$ cat config.mk
export PLATFORM = sky130hd
export DESIGN_NAME = uart_tx_arbiter
export DESIGN_NICKNAME = d
export VERILOG_FILES = /design/src/rtl/uart_pkg.sv /design/src/rtl/rr_pick.sv /design/src/rtl/uart_tx_arbiter.sv
export SDC_FILE = /design/constraint.sdc
export NUM_CORES = 1
export LEC_CHECK = 0
export ABC_AREA = 1
export CAP_MARGIN = 20
export CORE_MARGIN = 2
export CORE_UTILIZATION = 42
export CTS_CLUSTER_SIZE = 10
export DETAILED_ROUTE_END_ITERATION = 7
export GPL_TIMING_DRIVEN = 0
export PLACE_DENSITY_LB_ADDON = 0.05
export SLEW_MARGIN = 20
export SYNTH_ARGS = -nofsm -noshare
export SYNTH_HDL_FRONTEND = slang
export SYNTH_SLANG_ARGS = --single-unit
$ cat constraint.sdc
create_clock -name clk -period 2.8 [get_ports clk]
set_input_delay 0.56 -clock clk [delete_from_list [all_inputs] [get_ports clk]]
set_output_delay 0.56 -clock clk [all_outputs]
set_load 0.02 [all_outputs]
$ cat src/rtl/uart_pkg.sv
// ---------------------------------------------------------------------------
// uart_pkg
//   Shared definitions for the UART transmit-side arbitration logic.
//   - UART_BYTE_W            : width of one serialised byte
//   - arb_state_t            : arbiter state encoding (IDLE / XFER)
//   - DEFAULT_TIMEOUT_CYCLES : default stall limit, 100 ms at 12 MHz
// ---------------------------------------------------------------------------
package uart_pkg;

    localparam int UART_BYTE_W = 8;

    typedef enum logic {
        IDLE = 1'b0,
        XFER = 1'b1
    } arb_state_t;

    localparam int DEFAULT_TIMEOUT_CYCLES = 1200000;

endpackage

$ cat src/rtl/rr_pick.sv
// ---------------------------------------------------------------------------
// rr_pick
//   Combinational round-robin picker. Searches req upward starting one
//   position above last_winner, wrapping modulo NUM_REQ, and returns the
//   first set bit both as a one-hot vector and as a binary index.
//   Outputs are all zero when req is empty.
//
// Ports:
//   req         in  NUM_REQ  request vector
//   last_winner in  IDX_W    index that won most recently
//   onehot      out NUM_REQ  one-hot winner (zero if no request)
//   index       out IDX_W    binary winner index (zero if no request)
// ---------------------------------------------------------------------------
module rr_pick #(
    parameter int NUM_REQ = 4,
    parameter int IDX_W   = $clog2(NUM_REQ)
) (
    input  logic [NUM_REQ-1:0] req,
    input  logic [IDX_W-1:0]   last_winner,
    output logic [NUM_REQ-1:0] onehot,
    output logic [IDX_W-1:0]   index
);

    logic             found;
    logic [IDX_W-1:0] cand;

    always_comb begin
        onehot = '0;
        index  = '0;
        found  = 1'b0;
        cand   = '0;
        // Offsets 1..NUM_REQ visit every requester once, last_winner last.
        for (int k = 1; k <= NUM_REQ; k++) begin
            cand = IDX_W'((int'(last_winner) + k) % NUM_REQ);
            if (!found && req[cand]) begin
                found         = 1'b1;
                onehot[cand]  = 1'b1;
                index         = cand;
            end
        end
    end

endmodule

$ cat src/rtl/uart_tx_arbiter.sv
// ---------------------------------------------------------------------------
// uart_tx_arbiter
//   Shares one UART TX byte path between NUM_REQ requesters using
//   packet-atomic round-robin arbitration. A grant is held until the
//   owner's last-flagged byte is accepted. All transfers are gated by the
//   host's CTS# line after a SYNC_STAGES-deep synchroniser.
//
//   Optional feature, macro UART_TX_ARB_TIMEOUT_EN: a stalled owner is
//   forcibly released after TIMEOUT_CYCLES cycles without progress while
//   the host is clear to send; timeout pulses for one cycle. Without the
//   macro timeout is tied low and grants are held indefinitely.
//
// Ports:
//   clk        in   system clock
//   reset      in   synchronous, active-low reset
//   req_valid  in   [NUM_REQ]    per-requester byte valid
//   req_data   in   [8*NUM_REQ]  per-requester byte, requester i at [8i+:8]
//   req_last   in   [NUM_REQ]    final byte of requester i's packet
//   req_ready  out  [NUM_REQ]    byte accepted from requester i
//   cts_n      in   host clear-to-send (async, low = may send)
//   tx_valid   out  byte offered to the serialiser
//   tx_data    out  [8] byte to serialise
//   tx_ready   in   serialiser accepts tx_data
//   grant      out  [NUM_REQ]    one-hot owner, zero when idle
//   busy       out  high while a packet is in progress
//   timeout    out  one-cycle pulse on forced release
// ---------------------------------------------------------------------------
module uart_tx_arbiter
    import uart_pkg::*;
#(
    parameter int NUM_REQ        = 4,
    parameter int SYNC_STAGES    = 2,
    parameter int TIMEOUT_CYCLES = DEFAULT_TIMEOUT_CYCLES
) (
    input  logic                           clk,
    input  logic                           reset,
    input  logic [NUM_REQ-1:0]             req_valid,
    input  logic [UART_BYTE_W*NUM_REQ-1:0] req_data,
    input  logic [NUM_REQ-1:0]             req_last,
    output logic [NUM_REQ-1:0]             req_ready,
    input  logic                           cts_n,
    output logic                           tx_valid,
    output logic [UART_BYTE_W-1:0]         tx_data,
    input  logic                           tx_ready,
    output logic [NUM_REQ-1:0]             grant,
    output logic                           busy,
    output logic                           timeout
);

    localparam int IDX_W = $clog2(NUM_REQ);

    generate
        if (NUM_REQ < 2 || NUM_REQ > 8 || SYNC_STAGES < 1 || TIMEOUT_CYCLES < 2) begin : g_bad_cfg
            $error("uart_tx_arbiter: unsupported parameter combination");
        end
    endgenerate

    arb_state_t             state;
    logic [IDX_W-1:0]       owner;
    logic [IDX_W-1:0]       last_winner;
    logic [SYNC_STAGES-1:0] cts_sync;
    logic                   cts_ok;
    logic                   in_xfer;
    logic                   xfer;
    logic [NUM_REQ-1:0]     pick_onehot;
    logic [IDX_W-1:0]       pick_index;
    logic [UART_BYTE_W-1:0] req_byte [NUM_REQ];

    genvar gi;
    generate
        for (gi = 0; gi < NUM_REQ; gi++) begin : g_split
            assign req_byte[gi] = req_data[UART_BYTE_W*gi +: UART_BYTE_W];
        end
    endgenerate

    // Synchroniser resets to "not clear" so nothing moves until the host
    // has been seen low through every stage.
    always_ff @(posedge clk) begin
        if (!reset) begin
            cts_sync <= '1;
        end else begin
            cts_sync[0] <= cts_n;
            for (int s = 1; s < SYNC_STAGES; s++) begin
                cts_sync[s] <= cts_sync[s-1];
            end
        end
    end

    assign cts_ok = ~cts_sync[SYNC_STAGES-1];

    rr_pick #(
        .NUM_REQ (NUM_REQ),
        .IDX_W   (IDX_W)
    ) u_pick (
        .req         (req_valid),
        .last_winner (last_winner),
        .onehot      (pick_onehot),
        .index       (pick_index)
    );

    // Byte path is steered by registered state/owner only; tx_ready never
    // feeds back into tx_valid.
    assign in_xfer  = (state == XFER);
    assign busy     = in_xfer;
    assign tx_valid = in_xfer & req_valid[owner] & cts_ok;
    assign tx_data  = in_xfer ? req_byte[owner] : '0;
    assign xfer     = tx_valid & tx_ready;

    always_comb begin
        req_ready = '0;
        if (in_xfer) begin
            req_ready[owner] = tx_ready & cts_ok;
        end
    end

`ifdef UART_TX_ARB_TIMEOUT_EN
    localparam int STALL_W = $clog2(TIMEOUT_CYCLES);

    logic [STALL_W-1:0] stall_cnt;
    logic               stall_expired;

    // Only cycles where the host is clear count as a stall.
    assign stall_expired = in_xfer & ~xfer & cts_ok &
                           (stall_cnt == STALL_W'(TIMEOUT_CYCLES - 1));
`else
    assign timeout = 1'b0;
`endif

    always_ff @(posedge clk) begin
        if (!reset) begin
            state       <= IDLE;
            grant       <= '0;
            owner       <= '0;
            last_winner <= IDX_W'(NUM_REQ - 1);
`ifdef UART_TX_ARB_TIMEOUT_EN
            stall_cnt   <= '0;
            timeout     <= 1'b0;
`endif
        end else begin
`ifdef UART_TX_ARB_TIMEOUT_EN
            timeout <= 1'b0;
`endif
            case (state)
                IDLE: begin
                    if (|req_valid) begin
                        state <= XFER;
                        grant <= pick_onehot;
                        owner <= pick_index;
                    end
                end
                XFER: begin
                    if (xfer && req_last[owner]) begin
                        state       <= IDLE;
                        grant       <= '0;
                        last_winner <= owner;
                    end
`ifdef UART_TX_ARB_TIMEOUT_EN
                    else if (stall_expired) begin
                        state       <= IDLE;
                        grant       <= '0;
                        last_winner <= owner;
                        timeout     <= 1'b1;
                    end
`endif
                end
                default: state <= IDLE;
            endcase
`ifdef UART_TX_ARB_TIMEOUT_EN
            if (!in_xfer || xfer || stall_expired) begin
                stall_cnt <= '0;
            end else if (cts_ok) begin
                stall_cnt <= stall_cnt + 1'b1;
            end
`endif
        end
    end

endmodule

## Word-level counts from Yosys, hierarchy flattened

Index checks and enable logic that the tools add are counted.

| word-level totals | value |
|---|---|
| register bits | 11 |
| input bits | 44 |
| output and inout port bits | 19 |
| logic and storage cells | 93 |

| cells by class | value |
|---|---|
| add/sub/neg operators | 4 |
| magnitude comparators | 11 |
| eq/ne operators | 2 |
| mux-type cells | 44 |
| bitwise logic cells | 11 |
| reductions and logical operators | 16 |

Operator list:

| kind | number |
|---|---|
| $mux 4 | 7 |
| $mux 8 | 3 |
| $bmux 8 s2 | 1 |
| $mux 1 | 16 |
| $lt 2x3->1 const B | 5 |
| $bmux 1 s2 | 6 |
| $or 4x4->4 | 3 |
| $demux 1 s2 | 5 |
| $ge 2x1->1 const B | 5 |
| $logic_and 1x1->1 | 9 |
| $mux 2 | 4 |
| $pmux 4 s2 | 1 |
| $reduce_and 2->1 | 3 |
| $add 2x1->2 const B | 2 |
| $add 2x2->2 const B | 2 |
| $and 1x1->1 | 4 |
| $and 4x4->4 | 1 |
| $reduce_or 4->1 | 1 |
| $ge 3x3->1 const B | 1 |
| $logic_not 1->1 | 3 |
| $not 2->3 | 1 |
| $ne 2x1->1 const B | 1 |
| $ne 2x2->1 const B | 1 |
| $not 1->1 | 2 |
| $pmux 1 s2 | 1 |

## Logic depth before layout (Yosys ltp)

Gate-level depths: netlist of the first run.

| logic depth | value |
|---|---|
| word-level depth | 15 |
| mapped depth | 11 |
| depth with buffers taken out | 10 |

## Cells and area by module

Synthesis of the first run repeated with hierarchy kept, for this count alone.

| unflattened totals | value |
|---|---|
| cells, all modules | 203 |
| area total of the unflattened synthesis | 1392.6 um2 |

By module, submodules not included:

| module | instances | cells an instance | area an instance (um2) | sequential area each (um2) |
|---|---|---|---|---|
| uart_tx_arbiter | 1 | 128 | 918.4 | 220.2 |
| rr_pick | 1 | 75 | 474.2 | 0.0 |

## Worst setup path after synthesis of the first run

OpenSTA, ideal clock, no wires.

| timing | value |
|---|---|
| path type | reg-to-output |
| start point | register owner[0] |
| end point | output tx_data[0] |
| arrival | 1.170 ns |
| required time | 2.240 ns |
| slack | 1.070 ns |
| cell stages (with the launch flop) | 5 |
| buffers on the path | 0 |
| path through | dfxtp_1 > nand2_1 > inv_1 > a22oi_1 > a21oi_1 |

| between the ends | value |
|---|---|
| cells in the longest elaborated chain, start to end | 5 |

Ends and longest elaborated chain:

| element | line | source |
|---|---|---|
| start, declared | uart_tx_arbiter.sv:59 | `logic [IDX_W-1:0] owner;` |
| start signal, assigned | uart_tx_arbiter.sv:148 | `owner <= pick_index;` |
| $not 2->3 (not written as such) | uart_tx_arbiter.sv:106 | `assign tx_data = in_xfer ? req_byte[owner] : '0;` |
| $bmux 8 s2 | uart_tx_arbiter.sv:106 |  |
| $mux 8 (not written as such) (2 in a row) | uart_tx_arbiter.sv:106 |  |
| $mux 8 | uart_tx_arbiter.sv:106 |  |
| end, declared | uart_tx_arbiter.sv:43 | `output logic [UART_BYTE_W-1:0] tx_data,` |

Every way passes these cells. The select of a mux whose other input is x is not followed.

## Worst setup path in the final report of the first run

| timing | value |
|---|---|
| start point | register owner[0] |
| end point | output tx_data[6] |

The elaborated chain is that of the path after synthesis.

==> results of run 1 <==
power breakdown:
part / internal (mW) / switching [mW] / total [mW]
logic: 0.125 / 0.124 / 0.249
clock network: 0.0530 / 0.0559 / 0.109
registers: 0.165 / 0.00939 / 0.175
total: 0.344 / 0.189 / 0.533
state kept, by name (all words and copies together), names as in the netlist:
| signal | flops |
|---|---|
| owner | 2 |
| cts_sync | 2 |
| grant | 4 |
| busy | 1 |
| last_winner | 2 |
synthesized netlist by cell type (all sizes together):
library cell	number
ha	8
conb	1
inv	20
a21oi	19
a22oi	16
buf	2
nand4	2
nor2	15
a21boi	5
o211ai	3
dfxtp	11
o21ai	3
nand3	18
nand2	35
o22ai	3
clkbuf	1
a41oi	1
or2	3
final timing paths:
check                 to           start  slack (ps)  cells after the start
min reg2reg  cts_sync[1]     cts_sync[0]         410                      1
min          cts_sync[1]     cts_sync[0]         410                      1
max reg2reg     grant[1]  last_winner[1]         750                     10
max           tx_data[6]        owner[0]         180                      5
final cells by class:
type                            instances  share of cell area, %
Clock buffer                            3                   1.23
Sequential cell                        11                   12.0
Buffer                                  3                   1.23
Tap cell                               30                   2.05
Multi-Input combinational cell        132                   45.2
Timing Repair Buffer                   61                   33.5
Inverter                               20                   4.38
Clock inverter                          1                  0.274
per-stage QoR:
step                power, mW  hold slack, ps  std cells
CTS                     0.535             417        261
floorplan               0.306             393        166
detailed placement      0.428             402        257
global placement        0.423             396        257
global route            0.560             430        261
finish                  0.533             413        261
critical path: stages, from the launching register on:
cell             delay (ps)
dfxtp_1                 450
nand2_1                 180
inv_1                   240
a22oi_1                 120
a21oi_1                 160
clkdlybuf4s50_1         620
layout by cell type, fill, tap and decap left out:
master	synthesis	final
or2_2	2	2
dfxtp_1	11	11
ha_1	8	8
a21boi_1	1	1
dlymetal6s2s_1	0	1
a21boi_0	4	4
or2_0	1	1
nand3_1	16	16
inv_6	1	1
buf_6	1	1
o211ai_1	2	2
nor2_2	2	2
o22ai_1	2	2
a22oi_1	16	16
buf_4	1	1
clkinv_2	0	1
clkdlybuf4s50_1	0	60
o211ai_2	1	1
o22ai_2	1	1
nand4_1	2	2
inv_2	3	3
a41oi_1	1	1
nand2_4	2	2
nand2_2	7	7
clkbuf_4	0	3
nor2_1	8	8
nand2_1	26	26
nand3_2	2	2
clkbuf_1	1	1
nor2_4	5	5
a21oi_1	19	19
inv_1	16	16
o21ai_0	3	3
conb_1	1	1
kinds of logic after synthesis:
logic type | Yosys count | synth area share [%]
simple gates | 73 | 34.3
buf+inv | 23 | 8.92
flops | 11 | 19.2
fa+ha+maj | 8 | 8.71
compound gates | 50 | 28.6
other cells | 1 | 0.326
metal layers:
layer  global-route usage, %  routed length, um
met1                    30.0               1660
met2                    40.3               1750
met3                    4.61                242
met4                    5.10                 22
met5                       0                  0
repair_timing:
item,in CTS,in global routing
resized for setup,0,1
endpoints found under the setup margin,0,1
hold buffers,0,0
buffers inserted,0,0
==> run_results.csv, run 1 <==
group,metric,value,unit
die,die_x,56.3,um
pwr,p_leak,0.796,nW
finish,area_growth,59.0,%
finish,final_core_util,71.8,%
global_routing,grt_pass1_vias,1298,
placed_design,gp_congestion,0.821,
worst_setup_path,worstSetupEndpointType,"output port",
placed_design,portBuffers,61,
die,die_h,56.3,um
yosys,yosys.area.top_type,"dfxtp_1",
finish,fin_area,0.00183,mm^2
die,initial_utilization,45.2,%
route,routed_wl,3.68,mm
timing,setup_tns,0,ps
yosys,synthesis.area,0.00115,mm^2
timing,finalWorstSetupSlack,180,ps
die,coreArea,0.00254,mm^2
finish,num-fill-cells,217,
die,dieArea,0.00317,mm^2
route,vias,1400,
yosys,synth-warning-count,0,
timing,hold_violations,0,
worst_setup_path,worst_ep_required_time,2240,ps
yosys,yosysTopAreaCellShare,19.2,%
job,drv_cap,0,
timing,max_freq,382,MHz
yosys,yosys-top-cells-area,"dfxtp_1 19%, a22oi_1 10%, ha_1 8.7%",
die,core.rowCount,18,
route,antenna_left,0,
placed_design,place_area,0.00180,mm^2
placed_design,place_ws,45.3,ps
timing,period_needed,2620,ps
yosys,syn_inst,166,
yosys,synth_nets,218,
route,vias_per_cell,5.36,
finish,multi_input_area,827,um^2
timing,slew_violations,0,
route,post_drt_wl_per_cell,14.1,um
min_path,hp-class,"reg2reg",
cts,numCtsBuffers,3,
finish,drive_gt1_share,13.9,%
cts,ctsRootBufferMaster,"clkbuf_4",
cts,clock_latency,280,ps
worst_setup_path,startpoint_type,"flop",
cts,numClockSinks,11,
worst_setup_path,critPathMaxFanout,8,
timing,rsz0062_at_grt,"no",
yosys,syn_avg_cell_area,6.93,um^2
yosys,yosysUniqueCellTypes,30,
route,drt_iter0_drc,76,
finish,regArea,220,um^2
cts,path_clk_slew,80,ps
timing,post-route-period-util,93.6,%
route,firstDrtPassIters,4,
finish,layout.nets,284,
global_routing,grt_max_degree,11,
global_routing,track_usage,23.4,%
yosys,seq_area_frac_synth,19.2,%
cts,cts.htree.levels,1,
placed_design,post-dp-hpwl,3.03,mm
cts,cts.path.max_buffers,2,
cts,cts_tree,"yes",
yosys,synth_seq_cells,11,
timing,setup_violations,0,
global_routing,grt_pass1_wl,6.04,mm
die,ios,63,
run_status,status,"finished clean",
worst_setup_path,arrival,2060,ps
global_routing,gr-total-overflow,0,
pwr,irDropWorstVdd,0.381,mV
timing,fin_worst_skew,12.9,ps
finish,antenna_cells,0,
worst_setup_path,critical_path_class,"reg2out",
global_routing,antenna_found_initial,0,
pwr,p_per_area,292,mW/mm^2
route,drcViolationCount,0,
Note: power is estimated with default switching activity, not from simulation.
==> run 2, diff against run 1 <==
--- a/config.mk
+++ b/config.mk
@@ -7,7 +7,6 @@
 export LEC_CHECK = 0
 export ABC_AREA = 1
 export CAP_MARGIN = 20
-export CORE_MARGIN = 2
 export CORE_UTILIZATION = 42
 export CTS_CLUSTER_SIZE = 10
 export DETAILED_ROUTE_END_ITERATION = 7
==> constraint.sdc (replaced) <==
create_clock -name clk -period 2.8 [get_ports clk]
set_input_delay 0.7 -clock clk [delete_from_list [all_inputs] [get_ports clk]]
set_output_delay 0.7 -clock clk [all_outputs]
set_load 0.02 [all_outputs]
==> run 2 against run 1 <==
  * Via count grew 4.1%
  * Total power grew 1.4%
  * Critical path type is now in2out
  * Count of clock-buffer cells in the layout grew 1
  * Flip-flop and latch count is the same
  * Global-route usage grew 1.1 points
  * Combinational power is essentially flat
  * Largest cell class unchanged
  * Sequential share of layout area is essentially flat
  * Non-clock buffer count is the same
==> run_results.csv, run 2 (synthesized netlist as in run 1, its figures left out) <==
group,metric,value,unit
run_status,status,"finished clean",
route,vias_per_cell,5.59,
finish,top_register,"grant",
timing,rsz0062_at_grt,"no",
finish,num-fill-cells,220,
finish,area_growth,59.2,%
global_routing,grt_pass1_wl,5.38,mm
placed_design,gp_congestion,0.945,
timing,worst_hold_slack,414,ps
timing,slew_violations,0,
global_routing,track_usage,24.5,%
route,firstDrtPassIters,4,
global_routing,grtUsageMet1,34.0,%
finish,final_common_cell,"clkdlybuf4s50_1",
timing,fin_worst_skew,7.00,ps
cts,ctsRootBufferMaster,"clkbuf_4",
placed_design,dp.cells,257,
finish,layout.nets,284,
cts,numClockSinks,11,
worst_setup_path,worstSetupEndpointType,"output port",
pwr,p_per_area,295,mW/mm^2
min_path,hp-class,"reg2reg",
route,antenna_left,0,
placed_design,post-dp-hpwl,2.88,mm
worst_setup_path,critPathMaxFanout,1,
cts,path_clk_slew,70,ps
die,die_h,54.3,um
cts,cts.htree.levels,1,
global_routing,gr-total-overflow,0,
pwr,p_leak,0.812,nW
cts,numCtsBuffers,3,
worst_setup_path,worst_ep_required_time,2100,ps
die,core.rowCount,18,
cts,cts_tree,"yes",
worst_setup_path,critical_path_class,"in2out",
timing,post-route-period-util,97.3,%
die,coreArea,0.00252,mm^2
global_routing,grt_max_degree,11,
global_routing,met2_usage,40.0,%
route,drcViolationCount,0,
route,vias,1458,
timing,max_freq,367,MHz
timing,finalWorstSetupSlack,75.0,ps
route,routed_wl,3.65,mm
die,die_x,54.3,um
placed_design,portBuffers,61,
finish,final_core_util,72.6,%
global_routing,grt_pass1_vias,1250,
worst_setup_path,arrival,2020,ps
global_routing,antenna_found_initial,0,
timing,hold_violations,0,
pwr,irDropWorstVdd,0.352,mV
die,dieArea,0.00295,mm^2
route,post_drt_wl_per_cell,14.0,um
cts,holdBufCountCts,0,
timing,setup_violations,0,
finish,largest_register_ffs,4,
cts,cts.path.max_buffers,2,
finish,final_cell_mix,"57 x clkdlybuf4s50_1, 26 x nand2_1, 19 x a21oi_1",
finish,drive_gt1_share,15.2,%
route,drt_iter0_drc,43,
finish,antenna_cells,0,
worst_setup_path,startpoint_type,"primary input",
timing,period_needed,2720,ps
global_routing,gr-usage-met3,1.67,%
job,drv_cap,0,
placed_design,place_ws,-225,ps
finish,final_cells,261,
pwr,p_total,0.540,mW
die,ios,63,
global_routing,grt.busiest_layer,"met2",
cts,clock_latency,280,ps
die,initial_utilization,45.6,%
run 2: final cells by class:
cell class                      count  area (um^2)  area share (%)
Tap cell                           30         37.5            2.05
Inverter                           20         83.8            4.58
Sequential cell                    11          220            12.0
Clock buffer                        4         26.3            1.44
Timing Repair Buffer               61          613            33.5
Multi-Input combinational cell    132          827            45.2
Buffer                              3         22.5            1.23
run 2: worst paths after layout:
check            startpoint     endpoint  slack (ps)  depth (start not counted)
min             cts_sync[0]  cts_sync[1]         410                          1
min reg2reg     cts_sync[0]  cts_sync[1]         410                          1
max             req_data[1]   tx_data[1]          80                          4
max reg2reg  last_winner[1]     grant[3]         680                         10
run 2: power breakdown:
part | switching (mW) | total (mW) | internal (mW) | leakage, nW
sequential | 0.00971 | 0.175 | 0.165 | 0.0905
combinational | 0.125 | 0.250 | 0.125 | 0.707
clock | 0.0601 | 0.115 | 0.0553 | 0.0150
total | 0.195 | 0.540 | 0.345 | 0.812
run 2: what timing repair did:
action,in CTS,in global routing
endpoints found under the setup margin,1,10
resized for setup,1,8
setup buffers,0,0
run 2: layer usage:
layer	up-vias	routed length (um)	share of wire, %
li1	705	-	-
met1	683	1620	44
met2	66	1790	49
met3	4	203	5.6
met4	0	36	0.99
met5	-	0	0
run 2: worst max-delay path, stage by stage:
cell	delay, ps
clkdlybuf4s50_1	460
a22oi_1	80
a21oi_1	160
clkdlybuf4s50_1	630
run 2: through the flow:
stage | cell area (um^2) | TNS, ps
floorplan | 1150 | 0
global placement | 1800 | -201
detailed placement | 1800 | -225
CTS | 1820 | 0
global route | 1830 | 0
finish | 1830 | 0
